==> src/rtl/sd_cmd_sequencer.sv <==
// sd_cmd_sequencer: issues one SD SPI-mode command frame over the SPI byte engine and polls for its R1 response.
// Ports:
//   clk, rst_n                      clock and synchronous active-low reset
//   cmd_valid/cmd_ready             command handshake; cmd_index/cmd_arg latched on accept
//   resp_valid/resp_r1/resp_timeout one-cycle response pulse, R1 byte, timeout flag
//   busy                            high whenever not idle
//   spi_start/spi_op/spi_size       transfer request to the SPI engine (op 1 = write)
//   spi_address/spi_data_in         frame byte lookup for the byte the engine is sending
//   spi_data_out/spi_wr/spi_done    received byte, its strobe, and transfer completion
// Build option: SD_CRC7_EN computes a real CRC7 for the last frame byte instead of the fixed table.
module sd_cmd_sequencer #(
  parameter int ADDR_W = 6,
  parameter int NCR_MAX = 8
) (
  input  logic              clk,
  input  logic              rst_n,
  input  logic              cmd_valid,
  output logic              cmd_ready,
  input  logic [5:0]        cmd_index,
  input  logic [31:0]       cmd_arg,
  output logic              resp_valid,
  output logic [7:0]        resp_r1,
  output logic              resp_timeout,
  output logic              busy,
  output logic              spi_start,
  output logic              spi_op,
  output logic [ADDR_W-1:0] spi_size,
  input  logic [ADDR_W-1:0] spi_address,
  output logic [7:0]        spi_data_in,
  input  logic [7:0]        spi_data_out,
  input  logic              spi_wr,
  input  logic              spi_done
);
  localparam int CW = $clog2(NCR_MAX + 1);
  typedef enum logic [2:0] {IDLE, SEND, SEND_WAIT, POLL, POLL_WAIT, RESP} state_t;
  state_t state, state_n;
  logic [7:0] frame [0:5];
  logic [CW-1:0] cnt;
  logic [7:0] rx, rx_now, crc_byte;
  logic last_poll;
`ifdef SD_CRC7_EN
  function automatic logic [6:0] crc7(input logic [39:0] d);
    logic [6:0] c;
    logic fb;
    c = '0;
    for (int i = 39; i >= 0; i--) begin
      fb = c[6] ^ d[i];
      c = {c[5:0], 1'b0} ^ (fb ? 7'h09 : 7'h00);
    end
    return c;
  endfunction
  assign crc_byte = {crc7({2'b01, cmd_index, cmd_arg}), 1'b1};
`else
  assign crc_byte = cmd_index == 6'd0 ? 8'h95 : cmd_index == 6'd8 ? 8'h87 : 8'h01;
`endif
  // a byte arriving together with spi_done must be judged directly, not via the register
  assign rx_now = spi_wr ? spi_data_out : rx;
  assign last_poll = cnt == CW'(NCR_MAX);
  assign cmd_ready = state == IDLE;
  assign busy = state != IDLE;
  assign resp_valid = state == RESP;
  assign spi_start = state == SEND || state == POLL;
  assign spi_op = state == SEND || state == SEND_WAIT;
  assign spi_size = spi_op ? ADDR_W'(5) : '0;
  assign spi_data_in = spi_address < ADDR_W'(6) ? frame[spi_address[2:0]] : 8'hFF;
  always_comb begin
    state_n = state;
    case (state)
      IDLE:      state_n = cmd_valid ? SEND : IDLE;
      SEND:      state_n = SEND_WAIT;
      SEND_WAIT: state_n = spi_done ? POLL : SEND_WAIT;
      POLL:      state_n = POLL_WAIT;
      POLL_WAIT: state_n = !spi_done ? POLL_WAIT : (!rx_now[7] || last_poll) ? RESP : POLL;
      RESP:      state_n = IDLE;
      default:   state_n = IDLE;
    endcase
  end
  always_ff @(posedge clk) begin
    if (!rst_n) begin
      state <= IDLE;
      cnt <= '0;
      rx <= 8'hFF;
      resp_r1 <= 8'hFF;
      resp_timeout <= 1'b0;
      frame <= '{default: 8'h00};
    end else begin
      state <= state_n;
      if (state == IDLE && cmd_valid) begin
        frame[0] <= {2'b01, cmd_index};
        frame[1] <= cmd_arg[31:24];
        frame[2] <= cmd_arg[23:16];
        frame[3] <= cmd_arg[15:8];
        frame[4] <= cmd_arg[7:0];
        frame[5] <= crc_byte;
      end
      if (state == SEND_WAIT && spi_done) cnt <= '0;
      if (state == POLL) begin
        cnt <= last_poll ? cnt : cnt + 1'b1;
        rx <= 8'hFF;
      end
      if (state == POLL_WAIT && spi_wr) rx <= spi_data_out;
      if (state == POLL_WAIT && state_n == RESP) begin
        resp_r1 <= rx_now[7] ? 8'hFF : rx_now;
        resp_timeout <= rx_now[7];
      end
    end
  end
endmodule

==> config.mk <==
export PLATFORM = sky130hd
export DESIGN_NAME = sd_cmd_sequencer
export DESIGN_NICKNAME = d
export VERILOG_FILES = /design/src/rtl/sd_cmd_sequencer.sv
export SDC_FILE = /design/constraint.sdc
export NUM_CORES = 1
export LEC_CHECK = 0
export CAP_MARGIN = 10
export CORE_MARGIN = 4
export CORE_UTILIZATION = 48
export DETAILED_ROUTE_END_ITERATION = 6
export GPL_TIMING_DRIVEN = 0
export HOLD_SLACK_MARGIN = 0.15
export PLACE_DENSITY_LB_ADDON = 0.3
export REMOVE_ABC_BUFFERS = 1
export SETUP_SLACK_MARGIN = 0.5
export SYNTH_ARGS = -nofsm -noshare
export SYNTH_HDL_FRONTEND = slang
export SYNTH_SLANG_ARGS = --single-unit
==> constraint.sdc <==
create_clock -name clk -period 2.4 [get_ports clk]
set_input_delay 0.48 -clock clk [delete_from_list [all_inputs] [get_ports clk]]
set_output_delay 0.48 -clock clk [all_outputs]
set_load 0.01 [all_outputs]
* After elaboration in Yosys (flattened, before gate mapping)
Index checks and enable logic that the tools add are counted.
** Storage, ports and cells
- Logic and storage cells :: 57
- Output and inout bits :: 28
- Input bits :: 57
- Register bits :: 71
** Cells by class
- Reduce and logical (&&, ||, !) cells :: 14
- Muxes and demuxes :: 19
- $add $sub $neg :: 1
- Order comparisons :: 2
- Bitwise operators :: 1
- Equal/unequal tests :: 9
** Operator list (count)
- 8-bit two-way mux :: 9
- 8-bit binary-select mux with 3-bit select :: 1
- 3-bit case mux with 5 select lines :: 1
- 4-bit two-way mux :: 3
- 3-bit == test, second input constant :: 3
- 3-bit two-way mux :: 3
- 3-bit by 2-bit == test with 1-bit output, second input constant :: 2
- 6-bit by 4-bit == test with 1-bit output, second input constant :: 1
- 6-bit zero test :: 1
- 6-bit by 3-bit < comparator with 1-bit output, second input constant :: 1
- 4-bit by 1-bit adder with 4-bit output, second input constant :: 1
- 4-bit == test, second input constant :: 1
- 4-bit greater-or-equal comparator, second input constant :: 1
- 1-bit logical AND :: 4
- 3-bit NOT with 4-bit output :: 1
- 2-bit nonzero test :: 2
- 3-bit by 1-bit == test with 1-bit output, second input constant :: 1
- 3-bit zero test :: 1
- 1-bit logical OR :: 3
- 3-bit nonzero test :: 1
- 1-bit two-way mux :: 2
- 2-bit inequality test, second input constant :: 1
- 2-bit AND reduction :: 1
- 1-bit zero test :: 1

* Longest topological paths before layout
Gate-level depths: netlist of the first run.
- Depth after elaboration :: 8
- Gate-level depth with buffers :: 5

* Worst setup path before layout of the first run
No wires, ideal clock.
- Path kind :: input-to-output
- Start point :: input spi_address[0]
- End point :: output spi_data_in[1]
- Path buffers :: 2
- Cell stages on the path :: 5
- Data required time :: 1.920 ns
- Data arrival time :: 1.735 ns
- Path slack :: 0.185 ns
- Path through :: clkbuf_1 > clkbuf_1 > mux4_2 > a22oi_1 > nand2_1
** Between the ends
- Word-level cells in the longest chain between the ends :: 5
** Ends and longest elaborated chain
- start: declaration :: RTL line 28 : input logic [ADDR_W-1:0] spi_address,
- 3-bit NOT with 4-bit output (not written as such) :: RTL line 65 : assign spi_data_in = spi_address < ADDR_W'(6) ? frame[spi_address[2:0]] : 8'hFF;
- 8-bit binary-select mux with 3-bit select :: RTL line 65
- 8-bit two-way mux (not written as such) (2 in a row) :: RTL line 65
- 8-bit two-way mux (*) :: RTL line 65
- end: declaration :: RTL line 29 : output logic [7:0] spi_data_in,
Mark *: on every way between the ends. The rest lies on a longest branch, timed or not. The select of a mux whose other input is x is not followed.

* Final worst setup path of the first run
- Start point :: input spi_address[1]
- End point :: output spi_data_in[1]
The elaborated chain is that of the path after synthesis.

==> results.sh, run 1 <==
export IMPL_detail_route_wl_per_cell_um=15.0
export IMPL_cts_tree="yes"
export IMPL_path_common_cell="buf_6"
export IMPL_finalSetupViolCount=0
export IMPL_hold_path_class="flop to flop"
export IMPL_rrSetupSlack_ns=0.67
export IMPL_die_x_um=89.2
export IMPL_synthDistinctLibCells=47
export IMPL_power_mw=2.72
export IMPL_avgSynthCellArea_sq_um=8.72
export IMPL_fin_worst_skew_ns=0.00919
export IMPL_period_share_pct=86.4
export IMPL_crit_slowest_cell="a2111oi_4"
export IMPL_clk_pin_slew_ns=0.07
export IMPL_final_common_cell="nand2_1"
export IMPL_finalNonFillerCells=537
export IMPL_fp_dieArea_sq_um=7960
export IMPL_crit_type="primary input to output port"
export IMPL_maxCapViolations=0
export IMPL_worst_slew_pin_slew_ns=0.755
export IMPL_grt_pass1_wl_um=13200
export IMPL_r2r_end="frame[4]"
export IMPL_rr_worst_depth=4
export IMPL_synth_ff_latch_count=66
export IMPL_num_nets_final=515
export IMPL_end_kind="output port"
export IMPL_fin_setup_tns_ns=0
export IMPL_grt_pass1_vias=2892
export IMPL_drive_above_1_share_pct=21.3
export IMPL_hpwl_um=5190
export IMPL_hold_violations=0
export IMPL_viasPerCell=5.37
export IMPL_max_vdd_ir_drop_uv=433
export IMPL_place_gp_congestion=0.787
export IMPL_fin_ws_ns=0.325
export IMPL_slew_violations=0
export IMPL_die_y_um=89.2
export IMPL_startpoint_type="primary input"
export IMPL_outcome="completed"
export IMPL_ioPinCount=85
export IMPL_first_pass_iters=5
export IMPL_yosysWarnings=0
export IMPL_netlist_area_sq_um=3170
export IMPL_design_core_area_sq_um=6390
export IMPL_worstPathMaxFanout=6
export IMPL_mostFrequentLayoutCells="nand2_1, dfxtp_1, clkdlybuf4s50_1, a21boi_0, buf_4"
export IMPL_drc=0
export IMPL_clock_sinks=66
export IMPL_hp_start="frame[4]"
export IMPL_multi_input_area_sq_um=1740
export IMPL_synth_edf_count=0
export IMPL_timing_fmax_ghz=0.482
export IMPL_max_slew_margin_rel_pct=48.9
export IMPL_detail_route_antenna_nets=0
export IMPL_leakage_nw=1.76
export IMPL_placed_cells=495
export IMPL_crit_arrival_ns=1.59
export IMPL_whs_endpoint="frame[4]"
export IMPL_fillers=509
export IMPL_timing_rr_start="state[1]"
export IMPL_synthFlopType="dfxtp_1"
export IMPL_ys_seq_area_share_pct=41.7
export IMPL_synthCells=363
export IMPL_numPortBuffers=80
export IMPL_crit_chain="buf_16 > buf_12 > a2111oi_4 > buf_4 > buf_6 > buf_6 > nand2_2 > buf_6"
export IMPL_antenna_found_initial=0
export IMPL_clk_latency_ns=0.34
export IMPL_cts_root_buf="clkbuf_8"
export IMPL_drt_iter0_markers=107
export IMPL_grt_usage_pct=21.2
export IMPL_vias=2883
export IMPL_syn_to_final_growth_pct=41.5
export IMPL_grt_max_degree=50
export IMPL_postLayoutCoreUtil_pct=70.2
export IMPL_n_antenna_cell=0
export IMPL_regArea_sq_um=1340
export IMPL_finalWirelength_um=8070
export IMPL_cts_buffers_inserted=9
export IMPL_cp_required_ns=1.92
export IMPL_critPathMaxStageDelay_ns=0.33
export IMPL_grt_remaining_overflow=0
export IMPL_period_needed_ns=2.07
export IMPL_htreeDepth=3
export IMPL_grt_setup_unrepaired="yes"
export IMPL_whs_path_depth=2
export IMPL_initial_core_util_pct=49.6
export IMPL_post_place_ws_ns=-1.05
export IMPL_pwr_density_cell_nw_per_um2=607
export IMPL_fp_row_count=29
export IMPL_async_flop_share_pct=0
export IMPL_clockBufferDepth=2
cell families (layout without fill, tap and decap cells):
group	after synthesis	after routing	share of synthesized area (%)
AO/OA/AOI/OAI	83	83	18.8
XOR/XNOR	2	2	0.553
adder cells (fa/ha/maj)	2	2	0.790
buffers and inverters	40	134	5.49
flip-flops	66	66	41.7
multiplexers	23	23	10.2
other	1	4	0.118
AND/OR/NAND/NOR	146	146	22.3
per-stage QoR:
stage	instance area [sq um]	hold slack, ns
floorplan	3030	0.427
global placement	3920	0.441
detailed placement	4010	0.444
CTS	4430	0.452
global route	4480	0.482
finish	4480	0.449
routing by layer:
layer / GRT usage (%) / part of all wire [%] / wire length [um]
met1: 26.1 / 44 / 3540
met2: 36.1 / 48 / 3890
met3: 4.24 / 6.0 / 488
met4: 8.80 / 1.8 / 147
met5: 0 / 0 / 0
worst max path at each step:
stage                         startpoint        endpoint  slack [ns]  depth (start not counted)
after global placement         cmd_valid       frame[44]       -4.08                          4
after detailed placement  spi_address[1]  spi_data_in[7]       -1.05                          4
final                     spi_address[1]  spi_data_in[1]        0.33                          8
after global routing      spi_address[1]  spi_data_in[1]        0.27                          8
after CTS                      frame[16]  spi_data_in[0]        0.37                          4
after floorplan                 state[1]        frame[1]       -1.65                          3
power by group:
group	internal (mW)	total (mW)	switching, mW	leakage, nW
sequential	1.17	1.21	0.0385	0.543
clock	0.498	0.914	0.416	0.0941
combinational	0.321	0.602	0.281	1.12
cell usage after synthesis, types with 2 or more instances:
master | count | area, sq um
a21boi_0 | 41 | 308
a21oi_1 | 7 | 35.0
a22oi_1 | 4 | 30.0
a32oi_1 | 7 | 61.3
and3b_1 | 2 | 17.5
buf_4 | 6 | 45.0
clkbuf_1 | 26 | 97.6
dfxtp_1 | 66 | 1320
ha_1 | 2 | 25.0
inv_1 | 6 | 22.5
mux2_2 | 4 | 45.0
mux2i_1 | 12 | 120
mux4_2 | 7 | 158
nand2_1 | 84 | 315
nand3_1 | 3 | 15.0
nand3b_1 | 3 | 22.5
nor2_1 | 16 | 60.1
nor2b_1 | 9 | 56.3
nor3_1 | 8 | 40.0
nor3b_1 | 4 | 30.0
nor4_1 | 3 | 18.8
nor4bb_1 | 2 | 20.0
o21a_1 | 4 | 30.0
o21ai_0 | 11 | 55.1
o21ai_1 | 2 | 10.0
or4b_1 | 3 | 30.0
area by class of cell:
type / instances / area share [%]
clock inverter: 5 / 1.23
inverter: 6 / 0.503
tap: 77 / 2.15
clock buffer: 10 / 3.07
multi-input combinational: 260 / 38.9
sequential: 66 / 29.9
timing repair buffer: 113 / 24.3
registers in the layout, summed over array words and instances, names as in the netlist:
name	cells
resp_timeout	1
resp_r1	8
frame	42
state	3
cnt	4
rx	8
what timing repair did:
item	in CTS	in global routing
cloned	0	0
pin swaps	10	2
setup buffers	21	6
setup endpoints to repair	58	27
gates resized for setup	95	19
hold buffers	0	0
worst max-delay path, delay by kind of cell:
kind | cells | cell delay [ns]
buffers and inverters | 6 | 0.74
AOI/OAI and AO/OA | 1 | 0.33
and+or+nand+nor | 1 | 0.05
Note: power is estimated with default switching activity, not from simulation.
==> inputs of run 2 (changes only) <==
CORE_UTILIZATION = 50   (was 48)
CTS_BUF_LIST = sky130_fd_sc_hd__clkbuf_2   (was not set)
==> results.sh, run 2 (synthesis gave the netlist of run 1 again) <==
export IMPL_outcome="completed"
export IMPL_hpwl_um=5230
export IMPL_whs_endpoint="cnt[1]"
export IMPL_fin_worst_skew_ns=0.0258
export IMPL_initial_core_util_pct=52.6
export IMPL_startpoint_type="flop"
export IMPL_whs_path_depth=2
export IMPL_crit_type="flop to output port"
export IMPL_largest_reg_flops=42
export IMPL_path_buf_inv=1
export IMPL_clk_pin_slew_ns=0.16
export IMPL_cp_required_ns=1.92
export IMPL_grt_pass1_vias=2732
export IMPL_r2r_end="frame[4]"
export IMPL_critPathMaxStageDelay_ns=0.49
export IMPL_clock_sinks=66
export IMPL_max_vdd_ir_drop_uv=352
export IMPL_regMostFlops="frame"
export IMPL_whs_ns=0.389
export IMPL_numPortBuffers=80
export IMPL_rr_worst_depth=4
export IMPL_worst_slew_pin_slew_ns=0.559
export IMPL_final_common_cell="nand2_1"
export IMPL_n_antenna_cell=0
export IMPL_place_gp_congestion=0.769
export IMPL_cts_tree="yes"
export IMPL_grt_pass1_wl_um=12500
export IMPL_slew_violations=0
export IMPL_cts_buffers_inserted=9
export IMPL_hold_violations=0
export IMPL_drt_iter0_markers=141
export IMPL_finalSetupViolCount=0
export IMPL_mostFrequentLayoutCells="nand2_1, dfxtp_1, clkdlybuf4s50_1, a21boi_0, buf_4"
export IMPL_postLayoutCoreUtil_pct=71.2
export IMPL_grt_remaining_overflow=0
export IMPL_period_needed_ns=2.19
export IMPL_clk_latency_ns=0.49
export IMPL_hp_start="rst_n"
export IMPL_drc=0
export IMPL_viasPerCell=5.42
export IMPL_fp_dieArea_sq_um=7670
export IMPL_reg_largest_list="frame: 42 flops, resp_r1: 8 flops, rx: 8 flops"
export IMPL_period_share_pct=91.2
export IMPL_grt_usage_pct=20.6
export IMPL_rrSetupSlack_ns=0.63
export IMPL_first_pass_iters=4
export IMPL_crit_arrival_ns=1.71
export IMPL_detail_route_antenna_nets=0
export IMPL_detail_route_wl_per_cell_um=14.7
export IMPL_finalWirelength_um=7710
export IMPL_fp_row_count=28
export IMPL_grt_max_degree=57
export IMPL_die_x_um=87.6
export IMPL_crit_chain="mux4_2 > a22oi_2 > nand2_1 > buf_2"
export IMPL_pwr_density_cell_nw_per_um2=572
export IMPL_die_y_um=87.6
export IMPL_timing_fmax_ghz=0.457
export IMPL_maxCapViolations=0
export IMPL_grt_setup_unrepaired="yes"
export IMPL_timing_rr_start="state[2]"
export IMPL_design_core_area_sq_um=6030
export IMPL_max_slew_margin_rel_pct=62.7
export IMPL_antenna_found_initial=0
export IMPL_crit_family="multiplexers"
export IMPL_htreeDepth=3
export IMPL_leakage_nw=1.63
export IMPL_ioPinCount=85
export IMPL_num_nets_final=503
export IMPL_syn_to_final_growth_pct=35.4
export IMPL_clockBufferDepth=2
export IMPL_drive_above_1_share_pct=20.7
export IMPL_vias=2840
export IMPL_end_kind="output port"
export IMPL_cts_root_buf="clkbuf_2"
export IMPL_worstPathMaxFanout=2
export IMPL_hold_path_class="primary input to flop"
export IMPL_crit_slowest_cell="mux4_2"
==> run 2: how the worst max path moves through the flow <==
stage	startpoint	endpoint	slack [ns]	cells after the start
floorplan	state[1]	frame[1]	-1.65	3
global placement	cmd_valid	frame[18]	-3.88	4
detailed placement	spi_address[1]	spi_data_in[7]	-1.08	4
CTS	frame[20]	spi_data_in[4]	0.18	4
global route	frame[20]	spi_data_in[4]	0.14	4
finish	frame[18]	spi_data_in[2]	0.21	4
==> run 2: stage by stage <==
stage	cell area (sq um)	setup TNS (ns)	worst slack [ns]	total power, mW	std cells
floorplan	3030	-64.59	-1.65	1.47	332
global placement	3920	-171.18	-3.88	1.72	487
detailed placement	4000	-12.50	-1.08	1.75	492
global route	4290	0	0.137	2.59	524
CTS	4190	0	0.177	2.41	519
finish	4290	0	0.212	2.45	524
==> run 2: metal layers <==
layer	vias to the layer above	share of wire (%)	global-route usage (%)	routed length [um]
met5	-	0	0	0
met4	0	1.3	8.65	99
met3	11	7.6	4.70	590
met2	88	47	34.1	3610
met1	1320	44	25.8	3420
li1	1421	-	-	-
==> run 2: repair_timing <==
action	4_1_cts	5_1_grt
endpoints found under the setup margin	65	33
gates cloned	1	0
pin swaps	13	12
resized for setup	99	27
hold buffers	0	0
setup buffers	10	5
==> run 2: power breakdown <==
group / internal, mW / switching, mW
sequential: 1.17 / 0.0403
combinational: 0.331 / 0.286
clock: 0.239 / 0.389
==> run 2: area by class of cell <==
class,count,area [sq um]
Fill cell,486,1740
Clock buffer,10,50.0
Multi-Input combinational cell,261,1790
Timing Repair Buffer,100,928
Sequential cell,66,1350
Tap cell,75,93.8
Inverter,6,22.5
Clock inverter,6,57.6
==> run 2: worst reg2reg max path: stages, from the launching register on <==
cell      delay [ns]
dfxtp_4         0.41
buf_4           0.17
or4b_4          0.54
or4b_1          0.48
a21boi_1        0.14
